--- config.mk ---
export PLATFORM = sky130hd
export DESIGN_NAME = pipelined_add_sub_flat
export DESIGN_NICKNAME = d
export VERILOG_FILES = /design/src/rtl/pipelined_add_sub_pkg.sv /design/src/rtl/pipelined_add_sub_if.sv /design/src/rtl/pipelined_add_sub_stage.sv /design/src/rtl/pipelined_add_sub.sv /design/src/flat_wrapper.sv
export SDC_FILE = /design/constraint.sdc
export NUM_CORES = 1
export LEC_CHECK = 0
export BUFFER_PORTS_ARGS = -buffer_cell sky130_fd_sc_hd__clkbuf_2
export CELL_PAD_IN_SITES_DETAIL_PLACEMENT = 1
export CELL_PAD_IN_SITES_GLOBAL_PLACEMENT = 2
export CORE_UTILIZATION = 35
export DETAILED_ROUTE_END_ITERATION = 8
export MAX_ROUTING_LAYER = met4
export PLACE_DENSITY = 0.8
export SKIP_CTS_REPAIR_TIMING = 1
export SYNTH_ARGS = -nofsm -noshare
export SYNTH_HDL_FRONTEND = slang
export SYNTH_SLANG_ARGS = --single-unit
--- constraint.sdc ---
create_clock -name clock -period 7.1 [get_ports clock]
set_input_delay 0.71 -clock clock [delete_from_list [all_inputs] [get_ports clock]]
set_output_delay 0.71 -clock clock [all_outputs]
set_load 0.005 [all_outputs]
--- src/rtl/pipelined_add_sub_pkg.sv ---
// rtl/pipelined_add_sub_pkg.sv - shared constants, helpers and types for the pipelined adder/subtractor
// Purpose : mode encodings, chunk-width helper and the per-beat control struct.
// Ports   : none (package).
package pipelined_add_sub_pkg;

   localparam logic MODE_ADD = 1'b0;
   localparam logic MODE_SUB = 1'b1;

   // Bits handled by each pipeline stage.
   function automatic int chunk_width(input int width, input int stages);
      return width / stages;
   endfunction

   // Control half of an input stream beat.
   typedef struct packed {
      logic valid;
      logic sub;
      logic carry_in;
   } beat_ctrl_t;

endpackage

--- src/rtl/pipelined_add_sub_if.sv ---
// rtl/pipelined_add_sub_if.sv - valid/ready operand and result streams of the adder/subtractor
// Purpose : bundles the input beat, result beat and both handshakes.
// Ports   : master = upstream/downstream side (drives operands, out_ready);
//           slave  = the adder (drives in_ready and the result).
interface pipelined_add_sub_if #(
   parameter int WIDTH = 16
);
   logic             in_valid;
   logic             in_ready;
   logic [WIDTH-1:0] a;
   logic [WIDTH-1:0] b;
   logic             carry_in;
   logic             sub;
   logic             out_valid;
   logic             out_ready;
   logic [WIDTH-1:0] sum;
   logic             carry_out;
   logic             overflow;

   modport master (
      output in_valid, a, b, carry_in, sub, out_ready,
      input  in_ready, out_valid, sum, carry_out, overflow
   );

   modport slave (
      input  in_valid, a, b, carry_in, sub, out_ready,
      output in_ready, out_valid, sum, carry_out, overflow
   );
endinterface

--- src/rtl/pipelined_add_sub_stage.sv ---
// rtl/pipelined_add_sub_stage.sv - one C-bit chunk of the pipelined ripple-carry adder
// Purpose : adds one operand chunk plus incoming carry and registers sum, carry and valid.
// Ports   : clock, reset (async, active-high), enable (pipeline advance),
//           valid_in/valid_out, a/b chunk operands, carry_in/carry_out, sum chunk.
module pipelined_add_sub_stage #(
   parameter int C = 4
) (
   input  logic         clock,
   input  logic         reset,
   input  logic         enable,
   input  logic         valid_in,
   input  logic [C-1:0] a,
   input  logic [C-1:0] b,
   input  logic         carry_in,
   output logic         valid_out,
   output logic [C-1:0] sum,
   output logic         carry_out
);
   logic [C:0] total;

   assign total = {1'b0, a} + {1'b0, b} + {{C{1'b0}}, carry_in};

   always_ff @(posedge clock or posedge reset) begin
      if (reset) begin
         valid_out <= 1'b0;
         sum       <= '0;
         carry_out <= 1'b0;
      end else if (enable) begin
         valid_out <= valid_in;
         sum       <= total[C-1:0];
         carry_out <= total[C];
      end
   end
endmodule

--- src/rtl/pipelined_add_sub.sv ---
// rtl/pipelined_add_sub.sv - pipelined WIDTH-bit adder/subtractor with valid/ready streams
// Purpose : splits operands into STAGES chunks, one chunk added per stage with the carry
//           registered in between; flags carry-out and signed overflow.
// Ports   : clock, reset (async, active-high), bus (slave modport: in_valid/in_ready,
//           a, b, carry_in, sub, out_valid/out_ready, sum, carry_out, overflow).
// Config  : ADDER_SATURATE_EN - clamp sum to the signed range when overflow is flagged.
module pipelined_add_sub
   import pipelined_add_sub_pkg::*;
#(
   parameter int WIDTH  = 16,
   parameter int STAGES = 4
) (
   input logic                clock,
   input logic                reset,
   pipelined_add_sub_if.slave bus
);
   localparam int C = chunk_width(WIDTH, STAGES);

   if (WIDTH < 1 || STAGES < 1 || STAGES > WIDTH || (WIDTH % STAGES) != 0) begin : g_bad_params
      $error("pipelined_add_sub: WIDTH must be a multiple of STAGES with 1 <= STAGES <= WIDTH");
   end

   logic             advance;
   beat_ctrl_t       ctrl;
   logic [WIDTH-1:0] b_eff;
   logic             c0;
   logic [STAGES:0]  valid_chain;
   logic [STAGES:0]  carry_chain;
   logic [C-1:0]     stage_a   [STAGES];
   logic [C-1:0]     stage_b   [STAGES];
   logic [C-1:0]     stage_sum [STAGES];
   logic [WIDTH-1:0] raw_sum;
   logic             top_a_msb;
   logic             top_b_msb;
   logic             ovf;

   // Whole pipeline moves as one; it only freezes while a finished result waits.
   assign advance      = !bus.out_valid || bus.out_ready;
   assign bus.in_ready = advance;

   assign ctrl  = '{valid: bus.in_valid, sub: bus.sub, carry_in: bus.carry_in};
   // Subtraction is a + ~b + ~borrow, so the mode is folded in before the first stage.
   assign b_eff = (ctrl.sub == MODE_SUB) ? ~bus.b : bus.b;
   assign c0    = (ctrl.sub == MODE_SUB) ? ~ctrl.carry_in : ctrl.carry_in;

   assign valid_chain[0] = ctrl.valid;
   assign carry_chain[0] = c0;

   for (genvar k = 0; k < STAGES; k++) begin : g_chunk
      // Chunk k reaches its stage k cycles after acceptance, in step with the carry.
      if (k == 0) begin : g_first
         assign stage_a[k] = bus.a[C-1:0];
         assign stage_b[k] = b_eff[C-1:0];
      end else begin : g_skew
         logic [C-1:0] a_sk [k];
         logic [C-1:0] b_sk [k];
         always_ff @(posedge clock or posedge reset) begin
            if (reset) begin
               for (int d = 0; d < k; d++) begin
                  a_sk[d] <= '0;
                  b_sk[d] <= '0;
               end
            end else if (advance) begin
               a_sk[0] <= bus.a[k*C +: C];
               b_sk[0] <= b_eff[k*C +: C];
               for (int d = 1; d < k; d++) begin
                  a_sk[d] <= a_sk[d-1];
                  b_sk[d] <= b_sk[d-1];
               end
            end
         end
         assign stage_a[k] = a_sk[k-1];
         assign stage_b[k] = b_sk[k-1];
      end

      pipelined_add_sub_stage #(.C(C)) u_stage (
         .clock     (clock),
         .reset     (reset),
         .enable    (advance),
         .valid_in  (valid_chain[k]),
         .a         (stage_a[k]),
         .b         (stage_b[k]),
         .carry_in  (carry_chain[k]),
         .valid_out (valid_chain[k+1]),
         .sum       (stage_sum[k]),
         .carry_out (carry_chain[k+1])
      );

      // Lower result chunks finish early and wait until the top chunk is done.
      if (k == STAGES - 1) begin : g_last
         assign raw_sum[k*C +: C] = stage_sum[k];
      end else begin : g_deskew
         localparam int DEPTH = STAGES - 1 - k;
         logic [C-1:0] s_dk [DEPTH];
         always_ff @(posedge clock or posedge reset) begin
            if (reset) begin
               for (int d = 0; d < DEPTH; d++) s_dk[d] <= '0;
            end else if (advance) begin
               s_dk[0] <= stage_sum[k];
               for (int d = 1; d < DEPTH; d++) s_dk[d] <= s_dk[d-1];
            end
         end
         assign raw_sum[k*C +: C] = s_dk[DEPTH-1];
      end
   end

   // Operand sign bits of the top stage, kept so the carry into the MSB can be rebuilt.
   always_ff @(posedge clock or posedge reset) begin
      if (reset) begin
         top_a_msb <= 1'b0;
         top_b_msb <= 1'b0;
      end else if (advance) begin
         top_a_msb <= stage_a[STAGES-1][C-1];
         top_b_msb <= stage_b[STAGES-1][C-1];
      end
   end

   // carry into MSB = a ^ b ^ sum at that bit; overflow = that XOR carry out of MSB.
   assign ovf = carry_chain[STAGES] ^ top_a_msb ^ top_b_msb ^ raw_sum[WIDTH-1];

   assign bus.out_valid = valid_chain[STAGES];
   assign bus.carry_out = carry_chain[STAGES];
   assign bus.overflow  = ovf;

`ifdef ADDER_SATURATE_EN
   localparam logic [WIDTH-1:0] SAT_MAX = '1 >> 1;
   localparam logic [WIDTH-1:0] SAT_MIN = ~SAT_MAX;
   // A wrapped result with the sign bit set came from a positive overflow.
   assign bus.sum = !ovf ? raw_sum : (raw_sum[WIDTH-1] ? SAT_MAX : SAT_MIN);
`else
   assign bus.sum = raw_sum;
`endif
endmodule
--- src/flat_wrapper.sv ---
// flat-port wrapper written by rule: the top's interface ports become plain ports
module pipelined_add_sub_flat import pipelined_add_sub_pkg::*;
#(
   parameter int WIDTH  = 16,
   parameter int STAGES = 4
)
  (clock, reset, bus_in_valid, bus_a, bus_b, bus_carry_in, bus_sub, bus_out_ready, bus_in_ready, bus_out_valid, bus_sum, bus_carry_out, bus_overflow);
  pipelined_add_sub_if #(.WIDTH(WIDTH)) bus_i ();
  input logic clock;
  input logic reset;
  input wire logic [$bits(bus_i.in_valid)-1:0] bus_in_valid;
  input wire logic [$bits(bus_i.a)-1:0] bus_a;
  input wire logic [$bits(bus_i.b)-1:0] bus_b;
  input wire logic [$bits(bus_i.carry_in)-1:0] bus_carry_in;
  input wire logic [$bits(bus_i.sub)-1:0] bus_sub;
  input wire logic [$bits(bus_i.out_ready)-1:0] bus_out_ready;
  output wire logic [$bits(bus_i.in_ready)-1:0] bus_in_ready;
  output wire logic [$bits(bus_i.out_valid)-1:0] bus_out_valid;
  output wire logic [$bits(bus_i.sum)-1:0] bus_sum;
  output wire logic [$bits(bus_i.carry_out)-1:0] bus_carry_out;
  output wire logic [$bits(bus_i.overflow)-1:0] bus_overflow;
  assign bus_i.in_valid = bus_in_valid;
  assign bus_i.a = bus_a;
  assign bus_i.b = bus_b;
  assign bus_i.carry_in = bus_carry_in;
  assign bus_i.sub = bus_sub;
  assign bus_i.out_ready = bus_out_ready;
  assign bus_in_ready = bus_i.in_ready;
  assign bus_out_valid = bus_i.out_valid;
  assign bus_sum = bus_i.sum;
  assign bus_carry_out = bus_i.carry_out;
  assign bus_overflow = bus_i.overflow;
  pipelined_add_sub #(.WIDTH(WIDTH), .STAGES(STAGES)) u_core (.clock(clock), .reset(reset), .bus(bus_i));
endmodule
==> results.txt, run 1 <==
# diodes: 0
Synth top area share: 0.5527
P_int: 1386 uW
Mapped Avg Cell Area: 9.480 um2
Critical Path End Type: flop
endpoints failing setup: 0
drt via density: 4.453
Fin. Hold Viols: 0
Synth area leaders: dfrtp_1 (55%), nand2_1 (18%), fa_1 (3.6%)
post-synthesis register bit count: 98
fin nets: 566
WP data required: 7280 ps
RSZ-0062 raised after global routing: no
clock buffer depth: 2
Routed Antenna Nets: 0
count of cell types in the netlist: 27
status: finished clean
switching fraction of total power: 0.3562
layout cell share with drive strength beyond 1: 0.1641
initial antenna violation count: 0
fraction of registers with async set/reset: 1.000
CTS H-tree depth: 3
Clock Skews: 6.038 ps
fill cell total of the finished layout: 1423
leakage power: 0.002567 uW
die height: 114.6 um
Cell Pwr Density: 427.6 mW/mm2
clock sink count: 98
Slew @ Worst Pin: 948.2 ps
DR pass1 iterations: 4
Detailed Route Iter0 Violations: 161
CTS tree: done
vias in the first global route: 3310
EDFF count, synth: 0
worst hold slack: 396.1 ps
cell area after synthesis: 0.004437 mm2
Ys Warns: 0
top_reg_cell synth: dfrtp_1
core box area: 0.01216 mm2
vias: 3028
Clock Power Share: 0.211
Period Utilization, post-route: 0.3294
Reg clk slew, reported paths: 60 ps
most common cell in the netlist: nand2_1
Multi-input gate area: 0.001729 mm2
Placer Congestion: 0.7522
port bufs: 57
startpoint type of the worst setup path: input pin
Synth Instances: 468
final setup margin: 4761 ps
largest net degree at the start of global routing: 93
Arr. time, crit path: 2520 ps
first-pass GRT wire length: 15930 um
crit path time final: 2339 ps
max-slew violation count: 0
Skew-Pair Late Insertion Delay: 340 ps
Critical Path Fanout Max: 17
total track usage: 0.1609
total grt overflow: 0
detailed placer's ending HPWL: 6124 um
Area Growth Syn to Fin: 13.48%
share of the yosys chip area belonging to registers: 0.5527
Hold Path Class: in2async
routed len/inst: 13.53 um
Post-Syn Nets: 526
DRT Wirelength: 9200 um
Fin Setup TNS: 0 ps
max cap viols: 0
Layout Utilization: 0.4140
worst relative slew slack: 0.3679
sw power: 766.9 uW
chip width: 114.6 um
num ports: 58
Synth area leader: dfrtp_1
Rows: 40
Comb pwr share: 0.348
maximum vdd ir drop: 0.1432 mV
Reg area: 0.002452 mm2
Setup CP Type: in2reg
Max Freq: 427.6 MHz
die area: 0.01313 mm2
Remaining DRCs: 0
commonest cells in the netlist: nand2_1 (208), dfrtp_1 (98), o21ai_0 (26), xnor2_1 (18)
Initial Util: 0.3648
root buf cell: clkbuf_16
Power, Total: 2153 uW
TritonCTS Buffers: 9
pre-CTS setup slack: 4380 ps
Flop pwr share: 0.441
## state kept, by name, summed over array words and instances, names as in the netlist
| signal | count |
|---|---|
| u_core.bus.sum | 8 |
| u_core.g_chunk.u_stage.sum | 16 |
| u_core.top_b_msb | 1 |
| u_core.g_chunk.g_skew.b_sk | 24 |
| u_core.g_chunk.u_stage.valid_out | 4 |
| u_core.g_chunk.g_skew.a_sk | 24 |
| u_core.g_chunk.u_stage.carry_out | 4 |
| u_core.g_chunk.g_deskew.s_dk | 16 |
| u_core.top_a_msb | 1 |
## worst max-delay path: stages
cell and delay, ps:
clkbuf_2 330, xnor2_1 340, fa_1 240, inv_1 60, fa_1 410, a21o_1 190
a21oi_1 140, a21oi_1 80
## layer usage
layer,GRT usage,vias to the layer above,share of wire
met5,-,-,0
met4,0.07013,0,0.020
met3,0.02118,14,0.026
met2,0.2457,47,0.47
met1,0.2153,1451,0.49
li1,-,1516,-
## final timing paths
check                                                                     start                                              end  slack [ps]  cells past startpoint
min in group clock              u_core.g_chunk[2].u_stage.valid_out$_DFFE_PP0P_  u_core.g_chunk[2].u_stage.valid_out$_DFFE_PP0P_         460                      2
worst min-delay path                                                      reset                    u_core.bus.sum[3]$_DFFE_PP0P_         400                      2
max in group asynchronous                                                 reset    u_core.g_chunk[3].g_skew.b_sk[10]$_DFFE_PP0P_        5560                      3
worst min register to register  u_core.g_chunk[2].u_stage.valid_out$_DFFE_PP0P_  u_core.g_chunk[2].u_stage.valid_out$_DFFE_PP0P_         460                      2
worst max register to register  u_core.g_chunk[0].u_stage.carry_out$_DFFE_PP0P_  u_core.g_chunk[1].u_stage.carry_out$_DFFE_PP0P_        5160                      5
worst max-delay path                                                    bus_sub  u_core.g_chunk[0].u_stage.carry_out$_DFFE_PP0P_        4760                      8
## cell usage in the layout (no fill, tap or decap), drive strengths merged
master	n
a211oi	1
a21o	3
a21oi	10
a22oi	1
buf	3
clkbuf	70
clkinv	1
clkinvlp	1
dfrtp	98
fa	8
ha	12
inv	16
nand2	208
nand2b	1
nor2	9
nor2b	6
nor3	3
o21a	6
o21ai	29
o31ai	3
xnor2	18
xor2	5
## cell type report
cell class | instances | area share
repair buffers | 60 | 0.06113
inverters | 16 | 0.01243
flip-flops and latches | 98 | 0.4871
clock inverters | 2 | 0.002485
well taps | 168 | 0.04175
multi-input cells | 323 | 0.3434
clock buffers | 13 | 0.05169
## logic make-up (layout without fill, tap and decap cells)
group,count (synthesis),count (layout),share of synthesized area
and+or+nand+nor,227,227,0.2002
xor gates and xnor gates,23,23,0.04540
AOI/OAI and AO/OA,53,53,0.07416
DFF,98,98,0.5527
adders and majority gates,20,20,0.06994
buffers and inverters,47,91,0.05753
## metrics by stage
step | instance area (um2) | std cells
global placement | 4762 | 665
detailed placement | 4762 | 665
finish | 5035 | 680
global route | 5035 | 680
floorplan | 4437 | 468
CTS | 5035 | 680
## power groups by stage
stage	registers [uW]	logic (uW)	clock network [uW]
finish	950	749	453
global route	983	879	483
CTS	955	773	469
global placement	948	727	0
floorplan	920	601	0
detailed placement	962	765	0
Power figures use the tool's default switching activity.
==> run 2, diff against run 1 <==
CORE_UTILIZATION = 32   (was 35)
PLACE_DENSITY = 0.78   (was 0.8)
clock period = 2.1 ns   (was 7.1 ns; I/O delays follow)
==> run 2 against run 1 <==
Design area is 2.1% higher. Worst setup slack worse by 4600 ps. Utilization fell by 3.1 points. The flow now finishes with violations (hold timing). Die area grew 9.2%. Power increased to 3.5 times the previous value. Hold slack worse by 410 ps. Global-route usage is 1.5 points lower. Via count is 0.92% higher.
==> results.txt, run 2 (synthesis gave the netlist of run 1 again) <==
status: finished, violations left (was finished clean)
failing checks: hold timing
root buf cell: clkbuf_16 (unchanged)
commonest non-fill, non-tap cell in the layout: nand2_1 (unchanged)
Slew @ Worst Pin: 537.5 ps (was 948.2 ps)
total grt overflow: 0 (unchanged)
most frequent cells in the layout: nand2_1 (208), dfrtp_1 (98), clkbuf_2 (57) (unchanged)
layout cell share with drive strength beyond 1: 0.1744 (was 0.1641)
Arr. time, crit path: 2150 ps (was 2520 ps)
largest net degree at the start of global routing: 104 (was 93)
Multi-input gate area: 0.001729 mm2 (unchanged)
total track usage: 0.1456 (was 0.1609)
Period Utilization, post-route: 0.9260
CTS tree: done (unchanged)
clock sink count: 98 (unchanged)
Routed Antenna Nets: 0 (unchanged)
DR pass1 iterations: 4 (unchanged)
die height: 119.8 um (was 114.6 um)
# diodes: 0 (unchanged)
vias in the first global route: 3269 (was 3310)
WP data required: 2310 ps (was 7280 ps)
endpoints failing setup: 0 (unchanged)
maximum vdd ir drop: 0.4682 mV (was 0.1432 mV)
fill cell total of the finished layout: 1591 (was 1423)
R2R depth: 5 (unchanged)
Reg area: 0.002452 mm2 (unchanged)
vias: 3056 (was 3028)
DRT Wirelength: 9110 um (was 9200 um)
detailed placer's ending HPWL: 5944 um (was 6124 um)
fin nets: 569 (was 566)
worst hold slack: -16.41 ps (was 396.1 ps)
Skew-Pair Late Insertion Delay: 340 ps (about the same)
Reg clk slew, reported paths: 70 ps (was 60 ps)
port bufs: 57 (unchanged)
Max Freq: 514.2 MHz
Regs by FF count: u_core.g_chunk.g_skew.a_sk: 24 flops, u_core.g_chunk.g_skew.b_sk: 24 flops (unchanged)
Setup CP Type: reg2reg (was in2reg)
max cap viols: 0 (unchanged)
TritonCTS Buffers: 9 (unchanged)
Critical Path Fanout Max: 2 (was 17)
worst relative slew slack: 0.6416 (was 0.3679)
CTS H-tree depth: 3 (unchanged)
initial antenna violation count: 0 (unchanged)
leakage power: 0.002610 uW (was 0.002567 uW)
num ports: 58 (unchanged)
Remaining DRCs: 0 (unchanged)
Critical Path End Type: flop (unchanged)
clock buffer depth: 2 (unchanged)
RSZ-0062 raised after global routing: no (unchanged)
Cell Pwr Density: 1451 mW/mm2 (was 427.6 mW/mm2)
Placer Congestion: 0.8113 (was 0.7522)
final setup margin: 155.4 ps (was 4761 ps)
startpoint type of the worst setup path: flop (was input pin)
Detailed Route Iter0 Violations: 174 (was 161)
Fin. Hold Viols: 3 (was 0)
Fin Setup TNS: 0 ps (unchanged)
first-pass GRT wire length: 15900 um (was 15930 um)
max-slew violation count: 0 (unchanged)
drt via density: 4.416 (was 4.453)
crit path time final: 1945 ps
Hold Path Class: in2async (unchanged)
Area Growth Syn to Fin: 15.82% (was 13.48%)
routed len/inst: 13.16 um (was 13.53 um)
Rows: 42 (was 40)
pre-CTS setup slack: 173.6 ps (was 4380 ps)
chip width: 119.8 um (was 114.6 um)
Initial Util: 0.3311 (was 0.3648)
die area: 0.01434 mm2 (was 0.01313 mm2)
Clock Skews: 6.282 ps (was 6.038 ps)
core box area: 0.01340 mm2 (was 0.01216 mm2)
## run 2: cell types whose count changed in the layout (fill, tap and decap cells not counted)
| cell | previous run | this run |
|---|---|---|
| buf_12 | 0 | 3 |
| clkinvlp_4 | 1 | 2 |
| bufinv_16 | 0 | 1 |
| clkbuf_1 | 2 | 0 |
| clkinv_2 | 1 | 3 |
| inv_4 | 1 | 0 |
## run 2: layout make-up
cell class              count  area share
flip-flops and latches     98      0.4772
multi-input cells         323      0.3365
clock inverters             5     0.01023
repair buffers             63     0.07159
inverters                  16     0.01242
clock buffers              11     0.04918
well taps                 176     0.04285
## run 2: report_power, final
group	internal, uW	switching (uW)
clock network	983	705
registers	2730	460
logic	1130	1440
## run 2: routing by layer
metal	global-route usage	vias up	part of all wire
met5	-	-	0
met4	0.05156	0	0.015
met2	0.2269	38	0.47
li1	-	1529	-
met3	0.02899	11	0.025
met1	0.1887	1478	0.49
## run 2: final timing paths
kind / startpoint / to / slack, ps
setup reg to reg: u_core.g_chunk[0].u_stage.carry_out$_DFFE_PP0P_ / u_core.g_chunk[1].u_stage.carry_out$_DFFE_PP0P_ / 160
hold / removal: reset / u_core.bus.sum[3]$_DFFE_PP0P_ / -20
min in group clock: bus_a[14] / u_core.g_chunk[3].g_skew.a_sk[10]$_DFFE_PP0P_ / 70
max in group asynchronous: reset / u_core.bus.sum[6]$_DFFE_PP0P_ / 1690
setup / recovery: u_core.g_chunk[0].u_stage.carry_out$_DFFE_PP0P_ / u_core.g_chunk[1].u_stage.carry_out$_DFFE_PP0P_ / 160
hold reg to reg: u_core.g_chunk[2].u_stage.valid_out$_DFFE_PP0P_ / u_core.g_chunk[2].u_stage.valid_out$_DFFE_PP0P_ / 460
## run 2: per-stage QoR
stage | cells | util | total power [uW] | instance area (um2)
global route | 692 | 0.3835 | 8160 | 5139
detailed placement | 676 | 0.3607 | 5857 | 4833
global placement | 676 | 0.3607 | 5732 | 4833
floorplan | 468 | - | 5144 | 4441
CTS | 692 | 0.3835 | 7624 | 5139
finish | 692 | 0.3835 | 7454 | 5139
## run 2: critical path, stage by stage, from the launching register on
cell and delay, ps:
dfrtp_1 410, fa_1 480, fa_1 430, a21o_1 200, a211oi_1 240, a21oi_1 60
